### src/rtl/board_io_irq.sv
// board_io_irq: memory-mapped board I/O with LEDs, 7-segment digits,
// synchronised switches, and buttons with press-event interrupts.
// The button debouncer is built only when BOARD_IO_IRQ_DEBOUNCE_EN is defined.
// Otherwise the stable button level is the synchronised input.
module board_io_irq #(
    parameter int N_LED        = 26,
    parameter int N_SW         = 18,
    parameter int N_BTN        = 4,
    parameter int N_HEX        = 8,
    parameter int DEBOUNCE_CYC = 65536
) (
    input  logic               CLK,
    input  logic               RESET_N,
    input  logic               WE,
    input  logic [3:0]         A,
    input  logic [31:0]        WD,
    output logic [31:0]        RD,
    output logic               INT,
    input  logic [N_BTN-1:0]   BTNS,
    input  logic [N_SW-1:0]    DIP_SW,
    output logic [N_LED-1:0]   LEDS,
    output logic [8*N_HEX-1:0] HEX
);

    logic [N_LED-1:0]   led_reg;
    logic [4*N_HEX-1:0] hex_val_reg;
    logic [N_HEX-1:0]   blank_reg;
    logic [N_HEX-1:0]   dp_reg;
    logic [N_SW-1:0]    sw_meta_reg;
    logic [N_SW-1:0]    sw_sync_reg;
    logic [N_BTN-1:0]   btn_meta_reg;
    logic [N_BTN-1:0]   btn_sync_reg;
    logic [N_BTN-1:0]   btn_stable;
    logic [N_BTN-1:0]   btn_prev_reg;
    logic [N_BTN-1:0]   pend_reg;
    logic [N_BTN-1:0]   pend_next;
    logic [N_BTN-1:0]   mask_reg;
    logic [N_BTN-1:0]   w1c;
    logic [N_BTN-1:0]   press;

    // Only the low bits of each write are stored; the rest are ignored.
    logic unused_wd;
    assign unused_wd = ^WD;

    // Bus-writable control registers. The blank mask resets to all digits dark.
    always_ff @(posedge CLK or negedge RESET_N) begin
        if (!RESET_N) begin
            led_reg     <= '0;
            hex_val_reg <= '0;
            blank_reg   <= '1;
            dp_reg      <= '0;
            mask_reg    <= '0;
        end else if (WE) begin
            case (A)
                4'd0: led_reg     <= WD[N_LED-1:0];
                4'd1: hex_val_reg <= WD[4*N_HEX-1:0];
                4'd2: begin
                    blank_reg <= WD[N_HEX-1:0];
                    dp_reg    <= WD[8+N_HEX-1:8];
                end
                4'd6: mask_reg    <= WD[N_BTN-1:0];
                default: ;
            endcase
        end
    end

    // Two-flop synchronisers. Buttons are inverted first so that 1 means pressed.
    always_ff @(posedge CLK or negedge RESET_N) begin
        if (!RESET_N) begin
            sw_meta_reg  <= '0;
            sw_sync_reg  <= '0;
            btn_meta_reg <= '0;
            btn_sync_reg <= '0;
        end else begin
            sw_meta_reg  <= DIP_SW;
            sw_sync_reg  <= sw_meta_reg;
            btn_meta_reg <= ~BTNS;
            btn_sync_reg <= btn_meta_reg;
        end
    end

`ifdef BOARD_IO_IRQ_DEBOUNCE_EN
    localparam int CNT_W = $clog2(DEBOUNCE_CYC + 1);

    for (genvar gi = 0; gi < N_BTN; gi++) begin : g_deb
        logic [CNT_W-1:0] cnt_reg;
        logic             stable_reg;

        // The stable level is accepted on the edge where the count would reach
        // DEBOUNCE_CYC. Any cycle where the input matches restarts the count.
        always_ff @(posedge CLK or negedge RESET_N) begin
            if (!RESET_N) begin
                cnt_reg    <= '0;
                stable_reg <= 1'b0;
            end else if (btn_sync_reg[gi] == stable_reg) begin
                cnt_reg <= '0;
            end else if (cnt_reg == CNT_W'(DEBOUNCE_CYC - 1)) begin
                stable_reg <= btn_sync_reg[gi];
                cnt_reg    <= '0;
            end else begin
                cnt_reg <= cnt_reg + CNT_W'(1);
            end
        end

        assign btn_stable[gi] = stable_reg;
    end
`else
    // DEBOUNCE_CYC has no effect when the debouncer is not built.
    localparam int unused_debounce_cyc = DEBOUNCE_CYC;
    assign btn_stable = btn_sync_reg;
`endif

    assign press = btn_stable & ~btn_prev_reg;
    assign w1c   = (WE && (A == 4'd5)) ? WD[N_BTN-1:0] : '0;
    // The set term is ORed last, so a press wins over a clear in the same cycle.
    assign pend_next = (pend_reg & ~w1c) | press;

    // Press-edge history and the pending latch.
    always_ff @(posedge CLK or negedge RESET_N) begin
        if (!RESET_N) begin
            btn_prev_reg <= '0;
            pend_reg     <= '0;
        end else begin
            btn_prev_reg <= btn_stable;
            pend_reg     <= pend_next;
        end
    end

    assign INT  = |(pend_reg & mask_reg);
    assign LEDS = led_reg;

    // Read mux: zero-extended registers; unmapped addresses read 0.
    always_comb begin
        RD = '0;
        case (A)
            4'd0: RD[N_LED-1:0]     = led_reg;
            4'd1: RD[4*N_HEX-1:0]   = hex_val_reg;
            4'd2: begin
                RD[N_HEX-1:0]       = blank_reg;
                RD[8+N_HEX-1:8]     = dp_reg;
            end
            4'd3: RD[N_SW-1:0]      = sw_sync_reg;
            4'd4: RD[N_BTN-1:0]     = btn_stable;
            4'd5: RD[N_BTN-1:0]     = pend_reg;
            4'd6: RD[N_BTN-1:0]     = mask_reg;
            default: ;
        endcase
    end

    // Active-low {g..a} glyphs for hexadecimal digits 0-F.
    function automatic logic [6:0] seg7(input logic [3:0] v);
        case (v)
            4'h0: seg7 = 7'h40;
            4'h1: seg7 = 7'h79;
            4'h2: seg7 = 7'h24;
            4'h3: seg7 = 7'h30;
            4'h4: seg7 = 7'h19;
            4'h5: seg7 = 7'h12;
            4'h6: seg7 = 7'h02;
            4'h7: seg7 = 7'h78;
            4'h8: seg7 = 7'h00;
            4'h9: seg7 = 7'h10;
            4'hA: seg7 = 7'h08;
            4'hB: seg7 = 7'h03;
            4'hC: seg7 = 7'h46;
            4'hD: seg7 = 7'h21;
            4'hE: seg7 = 7'h06;
            default: seg7 = 7'h0E;
        endcase
    endfunction

    // Per-digit decode. Blanking overrides both the glyph and the decimal point.
    for (genvar gi = 0; gi < N_HEX; gi++) begin : g_hex
        assign HEX[8*gi +: 8] = blank_reg[gi] ? 8'hFF
                              : {~dp_reg[gi], seg7(hex_val_reg[4*gi +: 4])};
    end

endmodule

### config.mk
export PLATFORM = sky130hd
export DESIGN_NAME = board_io_irq
export DESIGN_NICKNAME = d
export VERILOG_FILES = /design/src/rtl/board_io_irq.sv
export SDC_FILE = /design/constraint.sdc
export NUM_CORES = 1
export LEC_CHECK = 0
export CAP_MARGIN = 20
export CORE_MARGIN = 8
export CORE_UTILIZATION = 45
export CTS_BUF_LIST = sky130_fd_sc_hd__clkbuf_2
export DETAILED_ROUTE_END_ITERATION = 8
export PLACE_DENSITY = 0.74
export SYNTH_ARGS = -nofsm -noshare
export SYNTH_HDL_FRONTEND = slang
export SYNTH_SLANG_ARGS = --single-unit
### constraint.sdc
create_clock -name CLK -period 2.45 [get_ports CLK]
set_clock_uncertainty 0.15 [all_clocks]
set_input_delay 0.49 -clock CLK [delete_from_list [all_inputs] [get_ports CLK]]
set_output_delay 0.49 -clock CLK [all_outputs]
set_load 0.03 [all_outputs]
==> run metrics <==
CTS Sinks 130; CTS tree yes; layout cells sized above 1 0.5906; Syn Area/Cell roughly 11 um2; Worst-Skew Late Latency slightly above 0.7 ns; Critical R2R Capture hex_val_reg[4]; post-synthesis sequential area ratio 0.4359; H-tree levels 4; Leak ~5.9 nW; Min-Delay Endpoint btn_meta_reg[0]; total global-route track usage 0.2374; FFs w/ async S/R, synth 1.000; total CTS buffers 17; Worst R2R Path Depth 5; Die H 145.0 um; failing checks negative setup slack; VDD IR max ~540 uV; first-pass GRT wire length between 40 and 50 mm; CP Max Fanout 4; CTS root buf clkbuf_2; Min-Delay Path Class in -> reg; Final Setup Violations 74; Slowest-stage cell, CP mux4_2; Max Clk Rate around 0.32 GHz; row cnt between 40 and 50; first-pass iteration count of the detailed router 5; Synth area leaders dfrtp_1, mux2_2, ha_1, mux4_2, mux2_4; pwr dens a little under 900 nW/um2; vias in the first global route 7,378; grt total ovfl 0; Clock Power Share 0.123; switching share of power 0.4127; worst path arrival time roughly 2.5 ns; Worst Max-Slew Pin Slew 0.5612 ns; Slew Limit Fails 0; layout overhead on the synthesized area 71.30%; Worst Setup Path Type reg -> out; status finished, violations left; Avg Vias per Cell 5.421; # fillers roughly 900; starting density of the core 0.4563; Synth Cell Area between 7000 and 8000 um2; CP required between 1.5 and 2 ns; final hold vios 0; worst r2r src hex_val_reg[4]; fin crit share 1.263; min-delay src BTNS[0]; Iteration-0 DRC Markers approximately 360; ys flop type dfrtp_1; worst setup margin -0.6435 ns; delay-heaviest family, CP multiplexers; DRT antenna net count 0; Seq pwr share 0.261; critical-path cell list buf_4 > ha_1 > mux4_2 > or2_4 > buf_6; library cells used by synthesis 48; initial antenna violation count 2; ant diodes 0; die width 145.0 um; # IOs about 180; post-synth top area cell dfrtp_1; normalized max-slew margin 0.6259; RD Place Congestion roughly 0.87; Die ar. approximately 21,000 um2; RSZ-0062 raised after global routing yes; worst path bufs/invs 2; dpl ws -0.7255 ns; syn_nets 763; Max Cap Viol 0; clk slew on worst S/H paths ~0.19 ns; DRC 0; commonest non-fill, non-tap cell in the layout buf_6; top cell type's share of synthesized area 0.4078; largest net degree at the start of global routing 57; Psw 4.588 mW; FF-to-FF setup slack 0.92 ns; storage element area 3278 um2; setup_tns -23.53 ns; number of flip-flops in the largest register 32; Synth Register Bits 130; Multi-input gate area 4853 um2; crit path time final a little over 3 ns; Startpoint Class flip-flop; Worst Hold Depth 2; number of synthesized flops with an enable pin 0; Nets about 1,100; CP endpoint kind output pin; post-DP HPWL roughly 17 mm; Wirelength per Cell ~22 um; commonest non-fill, non-tap cells in the layout buf_6, buf_4, dfrtp_1; synth warn 0; WL final 27.22 mm; via count ~7,000; Synth Instances 654; Max stage delay on crit path just under 0.5 ns; I/O Buffers 183; Internal approximately 6.5 mW; Placeable Area about 16,000 um2; combinational power share 0.615; CTS Buffer Depth 2
==> metrics by stage <==
stage          power, mW  cells  instance area [um2]  utilization  hold slack, ns
2_1_floorplan      5.697    654                 7500            -         0.04441
3_3_place_gp       7.665   1135                10280       0.6268          0.1820
3_5_place_dp       7.809   1135                10280       0.6268          0.1847
4_1_cts            10.30   1229                12060       0.7351        0.001706
5_1_grt            11.63   1263                12820       0.7816         0.01321
6_report           11.12   1263                12820       0.7816         0.08783
==> synthesized netlist by cell type, types with 9 or more instances <==
master	instances
nand2_1	28
a211o_1	18
ha_1	48
dfrtp_1	122
a22o_1	13
mux2_2	61
o21ai_0	28
a21oi_1	11
mux4_2	17
a31oi_1	14
mux2_4	20
inv_1	36
clkbuf_1	29
and2_1	20
nand2b_1	14
nor2_1	45
nor3_1	9
mux2i_1	21
nor2b_1	15
==> cell type report <==
class | count | share of cell area
multi-input cells | 444 | 0.3785
repair buffers | 401 | 0.3141
flip-flops and latches | 130 | 0.2556
well taps | 220 | 0.02147
inverters | 36 | 0.01229
clock inverters | 9 | 0.009074
clock buffers | 23 | 0.008976
==> metal layers <==
layer	routed length, um	part of all wire	global-route usage
met5	16	0.00059	0
met4	711	0.026	0.08995
met3	1677	0.062	0.07152
met2	14340	0.53	0.4159
met1	10470	0.38	0.2666
==> power groups by stage <==
stage,clock (mW),sequential [mW],combinational [mW]
after floorplan,0,2.99,2.70
after global placement,0,2.88,4.78
after detailed placement,0,2.90,4.90
after CTS,1.38,2.87,6.05
after global routing,1.50,2.95,7.18
final,1.37,2.90,6.84
==> how the worst max path moves through the flow <==
stage / startpoint / end / slack [ns] / depth (start not counted)
3_3_place_gp: A[0] / RD[3] / -0.74 / 7
5_1_grt: hex_val_reg[16] / HEX[35] / -0.74 / 6
6_report: hex_val_reg[16] / HEX[35] / -0.64 / 5
2_1_floorplan: A[3] / RD[26] / 0.0009 / 6
3_5_place_dp: A[0] / RD[15] / -0.73 / 5
4_1_cts: hex_val_reg[16] / HEX[37] / -0.63 / 6
==> logic make-up after synthesis <==
kind of cell	synth area share
AOI/OAI and AO/OA	0.1116
xor gates and xnor gates	0.001170
adders and majority gates	0.08023
buffers and inverters	0.04830
DFF	0.4359
muxes	0.2126
and+or+nand+nor	0.1101
==> repair_timing <==
action	in CTS	in global routing
hold buffers	7	10
cloned	1	0
setup buffers	62	35
setup endpoints to repair	123	95
pin swaps	87	53
gates resized for setup	681	132
endpoints found under the hold margin	111	10
Power figures use the tool's default switching activity.
